<file path="config.mk">
export PLATFORM = sky130hd
export DESIGN_NAME = inst_mem_sync
export DESIGN_NICKNAME = d
export VERILOG_FILES = /design/src/rtl/inst_mem_sync.sv
export SDC_FILE = /design/constraint.sdc
export NUM_CORES = 2
export LEC_CHECK = 0
export BUFFER_PORTS_ARGS = -buffer_cell sky130_fd_sc_hd__buf_2
export CAP_MARGIN = 20
export CORE_ASPECT_RATIO = 0.6
export CORE_MARGIN = 1
export CORE_UTILIZATION = 56
export DETAILED_ROUTE_END_ITERATION = 10
export MAX_ROUTING_LAYER = met4
export PLACE_DENSITY = 0.75
export SLEW_MARGIN = 20
export SYNTH_ARGS = -nofsm -noshare
export SYNTH_HDL_FRONTEND = slang
export SYNTH_SLANG_ARGS = --single-unit
</file>
<file path="constraint.sdc">
create_clock -name clk -period 5 [get_ports clk]
set_input_delay 1 -clock clk [delete_from_list [all_inputs] [get_ports clk]]
set_output_delay 1 -clock clk [all_outputs]
set_load 0.01 [all_outputs]
</file>
<file path="src/rtl/inst_mem_sync.sv">
// rtl/inst_mem_sync.sv - single-port instruction memory with synchronous fetch, program load and power-on clear
//
// Parameters
//   DATA_W    instruction word width in bits
//   DEPTH     number of words (power of two, >= 2)
//   NOP_WORD  value written by the clear sequence and returned on faulting fetches
//
// Ports
//   clk          single clock, all state updates on the rising edge
//   rst          synchronous active-low reset
//   fetch_req    fetch request
//   fetch_addr   byte address of the fetch
//   fetch_stall  downstream stall, holds the output word
//   fetch_flush  kills the output word
//   fetch_ready  fetch accepted this cycle if fetch_req=1
//   fetch_valid  fetch_data / fetch_fault are valid
//   fetch_data   fetched instruction
//   fetch_fault  fetched address was misaligned or out of range
//   ld_en        program-load write strobe
//   ld_addr      byte address of the load
//   ld_data      word to write
//   ld_ack       one-cycle pulse: the load was written
//   init_busy    memory clear in progress

module inst_mem_sync #(
    parameter int                 DATA_W   = 32,
    parameter int                 DEPTH    = 64,
    parameter logic [DATA_W-1:0]  NOP_WORD = '0
) (
    input  logic              clk,
    input  logic              rst,
    input  logic              fetch_req,
    input  logic [31:0]       fetch_addr,
    input  logic              fetch_stall,
    input  logic              fetch_flush,
    output logic              fetch_ready,
    output logic              fetch_valid,
    output logic [DATA_W-1:0] fetch_data,
    output logic              fetch_fault,
    input  logic              ld_en,
    input  logic [31:0]       ld_addr,
    input  logic [DATA_W-1:0] ld_data,
    output logic              ld_ack,
    output logic              init_busy
);

    localparam int AW = $clog2(DEPTH);

    localparam logic [0:0] ST_CLEAR = 1'b0;
    localparam logic [0:0] ST_RUN   = 1'b1;

    logic [0:0]        state;
    logic [AW-1:0]     clr_cnt;
    logic [DATA_W-1:0] mem [DEPTH];

    logic          fetch_legal;
    logic          ld_legal;
    logic [AW-1:0] fetch_idx;
    logic [AW-1:0] ld_idx;
    logic          fetch_accept;
    logic          ld_write;
    logic          clearing;

    // Legal means word aligned and every index bit above the array size is zero.
    assign fetch_legal = (fetch_addr[1:0] == 2'b00) && ~|fetch_addr[31:AW+2];
    assign ld_legal    = (ld_addr[1:0] == 2'b00) && ~|ld_addr[31:AW+2];
    assign fetch_idx   = fetch_addr[AW+1:2];
    assign ld_idx      = ld_addr[AW+1:2];

    // Gating with rst keeps the handshake quiet while reset is held, even
    // before the first reset edge has initialised the state register.
    assign fetch_ready  = rst && (state == ST_RUN) && !fetch_stall;
    assign init_busy    = !rst || (state == ST_CLEAR);
    assign fetch_accept = fetch_req && fetch_ready;
    assign ld_write     = rst && (state == ST_RUN) && ld_en && ld_legal;
    assign clearing     = rst && (state == ST_CLEAR);

    always_ff @(posedge clk) begin
        if (!rst) begin
            state   <= ST_CLEAR;
            clr_cnt <= '0;
        end else if (state == ST_CLEAR) begin
            clr_cnt <= clr_cnt + 1'b1;
            if (clr_cnt == AW'(DEPTH - 1)) begin
                state <= ST_RUN;
            end
        end
    end

    // Clear and load never overlap: loads are only honoured in RUN.
    always_ff @(posedge clk) begin
        if (clearing) begin
            mem[clr_cnt] <= NOP_WORD;
        end else if (ld_write) begin
            mem[ld_idx] <= ld_data;
        end
    end

    // The read below samples mem before this edge's write lands, which gives
    // read-before-write for a same-cycle load and fetch of one word.
    always_ff @(posedge clk) begin
        if (!rst) begin
            fetch_valid <= 1'b0;
            fetch_fault <= 1'b0;
            fetch_data  <= NOP_WORD;
            ld_ack      <= 1'b0;
        end else begin
            ld_ack <= ld_write;
            if (fetch_flush) begin
                fetch_valid <= 1'b0;
                fetch_fault <= 1'b0;
            end else if (fetch_stall) begin
                fetch_valid <= fetch_valid;
            end else if (fetch_accept) begin
                fetch_valid <= 1'b1;
                if (fetch_legal) begin
                    fetch_data  <= mem[fetch_idx];
                    fetch_fault <= 1'b0;
                end else begin
                    fetch_data  <= NOP_WORD;
                    fetch_fault <= 1'b1;
                end
            end else begin
                fetch_valid <= 1'b0;
                fetch_fault <= 1'b0;
            end
        end
    end

endmodule

</file>
# [Word-level counts from Yosys, hierarchy flattened]
# Memories as Yosys holds them, arrays and structs flattened.
# Index checks and enable logic that the tools add are counted.
[word_totals] ram_bits=2048 mem_count=1 output_inout_bits=37 in_bits=102 reg_bits=42
[memory_table] memory="mem" depth=64 word_bits=32 rd=1 rd_clocked_by_memory_dff=0 write_ports=1 line_no="54" source="logic [DATA_W-1:0] mem [DEPTH];"
[op_classes] n_mux=14 add_sub_neg=1 n_reduce_logical=20 eq_ne=1 n_bitwise=4
[op_table] op="$mux W32" count=2
[op_table] op="$reduce_or A24 Y1" count=2
[op_table] op="$reduce_or A32 Y1" count=1
[op_table] op="$mux W1" count=11
[op_table] op="$logic_and A1 B1 Y1" count=8
[op_table] op="$add A6 B1 Y6 const B" count=1
[op_table] op="$eq A6 B6 Y1 const B" count=1
[op_table] op="$mux W6" count=1
[op_table] op="$logic_not A1 Y1" count=4
[op_table] op="$logic_not A2 Y1" count=2
[op_table] op="$not A1 Y1" count=4
[op_table] op="$reduce_and A3 Y1" count=1
[op_table] op="$reduce_or A2 Y1" count=1
[op_table] op="$logic_or A1 B1 Y1" count=1

# [Logic depth before layout (Yosys ltp)]
[logic_depth] depth_word=9 depth_mapped=11 ltp_nobuf=5

# [Worst setup path before layout]
# Ideal clock, no wire load.
[synth_timing] kind="input port to flip-flop" startpoint="input ld_addr[1]" endpoint="memory mem[18][0], enable pin" path_buffers=1 required_time_ns=4.539 arrival_time_ns=4.599 setup_slack_ns=-0.060 stages=6 cell_sequence="nor4b_1 nand4_1 nor2_1 buf_2 mux2_2 nor3_1"
[synth_between] elab_chain_cells=8
[synth_rtl] element="start, declared" line_no="41" source="input logic [31:0] ld_addr,"
[synth_rtl] element="$logic_not A2 Y1 (*)" line_no="66" source="assign ld_legal = (ld_addr[1:0] == 2'b00) && ~|ld_addr[31:AW+2];"
[synth_rtl] element="$logic_and A1 B1 Y1 (*)" line_no="66"
[synth_rtl] element="$logic_and A1 B1 Y1 (*)" line_no="75" source="assign ld_write = rst && (state == ST_RUN) && ld_en && ld_legal;"
[synth_rtl] element="$mux W1 (*)" line_no="94" source="end else if (ld_write) begin"
[synth_rtl] element="$mux W1 (*)" line_no="92" source="if (clearing) begin"
[synth_rtl] element="$mux W1 (not written as such) (*)" line_no="95" source="mem[ld_idx] <= ld_data;"
[synth_rtl] element="$reduce_or A32 Y1 (no source line)"
[synth_rtl] element="$mux W6 (no source line) or $mux W1 (tied branches)"
[synth_rtl] element="end, declared" line_no="54"
# Mark *: on every way between the ends. The rest lies on a longest branch, timed or not.

# [Worst setup path after layout]
[layout_timing] startpoint="register state" endpoint="memory mem[48][12], enable pin"
[layout_between] elab_chain_cells=8
[layout_rtl] element="start, declared" line_no="52" source="logic [0:0] state;"
[layout_rtl] element="start signal, assigned" line_no="80" source="state <= ST_CLEAR;"
[layout_rtl] element="start signal, assigned" line_no="85" source="state <= ST_RUN;"
[layout_rtl] element="$logic_and A1 B1 Y1 (3 in series)" line_no="75"
[layout_rtl] element="$mux W1" line_no="94"
[layout_rtl] element="$mux W1" line_no="92"
[layout_rtl] element="$mux W1 (not written as such)" line_no="95"
[layout_rtl] element="$reduce_or A32 Y1 (no source line)"
[layout_rtl] element="$mux W6 (no source line) or $mux W1 (tied branches)"
# Several ways; a longest one is shown, not always the timed one.

==> insert_results.sql <==
INSERT INTO impl_metrics (metric_group, metric, value, unit) VALUES
('logic_synthesis', 'synth_top_cells_by_count', 'edfxtp_1 (2,048), mux4_2 (439), mux2i_1 (131)', ''),
('grt', 'first_global_vias', '41100', ''),
('cts', 'cts_resized', '0', ''),
('timing', 'rsz0062_at_grt', 'false', ''),
('placement', 'gp_congestion', '0.909', ''),
('grt', 'wire_length_of_the_first_global_routing_pass', '302000', 'um'),
('job', 'drv_cap', '0', ''),
('logic_synthesis', 'yosysMostFrequentCell', 'edfxtp_1', ''),
('logic_synthesis', 'mappedNetlistNets', '3828', ''),
('timing', 'max_freq', '0.265', 'GHz'),
('cts', 'worst_setup_hold_path_clk_slew', '70', 'ps'),
('critical_path', 'timing.rr.start', 'state', ''),
('routing', 'drcViolationCount', '0', ''),
('routing', 'num_vias', '41900', ''),
('pwr', 'intPower', '27.1', 'mW'),
('logic_synthesis', 'ys_warn_count', '0', ''),
('timing', 'setup-tns-final', '0', 'ps'),
('logic_synthesis', 'post-synth-top-area-fraction', '76.4', '%'),
('logic_synthesis', 'syn_avg_cell_area', '21.6', 'um2'),
('critical_path', 'timing.critical_path.from', 'state', ''),
('timing', 'hold_viol_final', '0', ''),
('placement', 'port-buffer-count', '138', ''),
('die', 'initial_core_util', '56.6', '%'),
('logic_synthesis', 'synthTopCellsByArea', 'edfxtp_1 (76%), mux4_2 (12%), mux2i_1 (1.6%), mux2_2 (1.3%), dfxtp_1 (1.0%)', ''),
('routing', 'wire_per_inst', '34.8', 'um'),
('grt', 'antenna_violations_before_repair', '22', ''),
('timing', 'layout_worst_path_cycle_share', '75.4', '%'),
('critical_path', 'worst-setup-path-type', 'flip-flop to flip-flop', ''),
('cts', 'cts-root-buf', 'clkbuf_16', ''),
('routing', 'detail_route.iter0.violations', '7139', ''),
('die', 'top_level_port_count', '139', ''),
('outcome', 'run_status', 'completed', ''),
('pwr', 'worst_ir_drop_vdd', '0.283', 'mV'),
('timing', 'final-setup-viol-count', '0', ''),
('critical_path', 'crit_path_max_fanout', '20', ''),
('routing', 'routed_wl', '213000', 'um'),
('timing', 'timing.max_slew.rel_slack', '22.0', '%'),
('pwr', 'power.share.clock', '40.7', '%'),
('placement', 'detailed_place.area', '85500', 'um2'),
('timing', 'finalMaxSlewViolations', '0', ''),
('pwr', 'seq_power_share', '55.8', '%'),
('logic_synthesis', 'yosysTopAreaCell', 'edfxtp_1', ''),
('routing', 'drt-vias-per-instance', '6.84', ''),
('cts', 'hold_buffers', '0', ''),
('logic_synthesis', 'synth_seq_area_share', '77.4', '%'),
('timing', 'fin_hold_ws', '468', 'ps'),
('die', 'num_rows', '107', ''),
('pwr', 'power.static_leakage', '29.3', 'nW'),
('logic_synthesis', 'synth.cell_area', '80500', 'um2'),
('cts', 'cts_inserted_buffers', '172', ''),
('routing', 'ant_nets', '0', ''),
('pwr', 'totalPowerFinal', '34.0', 'mW'),
('logic_synthesis', 'synth-seq-cells', '2090', ''),
('timing', 'final.setup_skew', '30.6', 'ps'),
('hold_path', 'hold_class', 'flip-flop to flip-flop', ''),
('critical_path', 'crit_required', '5440', 'ps'),
('logic_synthesis', 'dominantRegCellSynth', 'edfxtp_1', ''),
('pwr', 'net-switching-power', '6.88', 'mW'),
('die', 'fp.dieArea', '145000', 'um2'),
('critical_path', 'critPathCaptureType', 'flip-flop', ''),
('cells_and_area', 'ratio_of_cells_with_drive_above_1_in_the_final_layout', '30.5', '%'),
('routing', 'drt_pre_antenna_iters', '6', ''),
('cts', 'tritoncts', 'done', ''),
('cts', 'cts_post_setup_buffers_inserted', '0', ''),
('cts', 'cts.htree.levels', '4', ''),
('die', 'design.core.area', '142000', 'um2'),
('logic_synthesis', 'synth.distinct_cells', '61', ''),
('grt', 'largest_net_degree_at_the_start_of_global_routing', '78', ''),
('logic_synthesis', 'number_of_synthesized_flops_with_an_enable_pin', '2048', ''),
('timing', 'period_minus_slack', '3770', 'ps'),
('cells_and_area', 'area.growth.synth_to_final', '13.3', '%');
## metrics by stage
stage | setup slack [ps] | instances | utilization (%)
floorplan | -60.3 | 3725 | -
global placement | 781 | 5798 | 60.1
detailed placement | 679 | 5798 | 60.1
CTS | 1340 | 6110 | 64.1
global route | 1130 | 6123 | 64.1
finish | 1230 | 6126 | 64.1
## sequential cells by signal, summed over array words and instances, names as in the netlist
register,count
clr_cnt,6
fetch_data,32
fetch_fault,1
fetch_valid,1
ld_ack,1
mem,2048
state,1
## cell type report
| class | count | area, um2 |
|---|---|---|
| Sequential cell | 2090 | 62300 |
| Tap cell | 1907 | 2390 |
| Multi-Input combinational cell | 1419 | 17500 |
| Timing Repair Buffer | 380 | 3230 |
| Clock inverter | 94 | 1010 |
| Inverter | 2 | 7.51 |
| Clock buffer | 218 | 4650 |
| Antenna cell | 16 | 40.0 |
| Fill cell | 8950 | 51100 |
## critical path, cell delays in order, from the launching register on
cell      delay, ps
dfxtp_1         570
nand2_1         180
nand4b_1        450
nor4_1          780
o21ba_2         310
nor2_4          590
buf_4           480
## worst paths after layout
kind                 endpoint  slack (ps)  depth (start not counted)
setup / recovery  mem[48][12]        1230                          6
hold / removal    fetch_valid         470                          2
setup reg to reg  mem[48][12]        1230                          6
hold reg to reg   fetch_valid         470                          2
## power groups by stage
stage	Sequential, mW	Combinational, mW	Clock [mW]
5_1_grt	19.0	1.24	14.5
4_1_cts	19.0	1.19	13.9
6_report	19.0	1.20	13.8
3_3_place_gp	19.4	1.17	0
2_1_floorplan	19.4	0.739	0
3_5_place_dp	19.4	1.18	0
## layout by cell type (no fill, tap or decap), types with 29 or more instances in the layout
master	synthesis	routed
nor3_1	61	43
mux2_2	92	92
nor2b_1	40	35
clkinv_2	0	32
buf_12	0	55
clkbuf_1	101	35
clkbuf_16	0	178
dfxtp_1	42	42
clkinv_1	0	31
a31oi_1	29	29
buf_4	32	187
a211oi_1	53	53
mux2i_1	131	130
buf_2	51	134
and2_2	0	32
o22ai_1	59	59
nand2_1	76	76
a22oi_1	37	37
nor2_4	0	46
edfxtp_1	2048	2048
mux4_2	439	439
## layer usage
metal,GRT usage [%],vias up,part of all wire (%)
met1,45.6,21700,39
li1,-,16400,-
met2,42.9,3436,44
met5,-,-,0
met4,8.06,0,2.3
met3,7.53,335,15
## kinds of logic after synthesis
| kind of cell | share of synthesized area [%] |
|---|---|
| mux | 15.2 |
| buf+inv | 1.41 |
| simple gates | 2.70 |
| flops | 77.4 |
| xor+xnor | 0.0326 |
| compound gates | 3.18 |
| fa+ha+maj | 0.0155 |
Note: power is estimated with default switching activity, not from simulation.
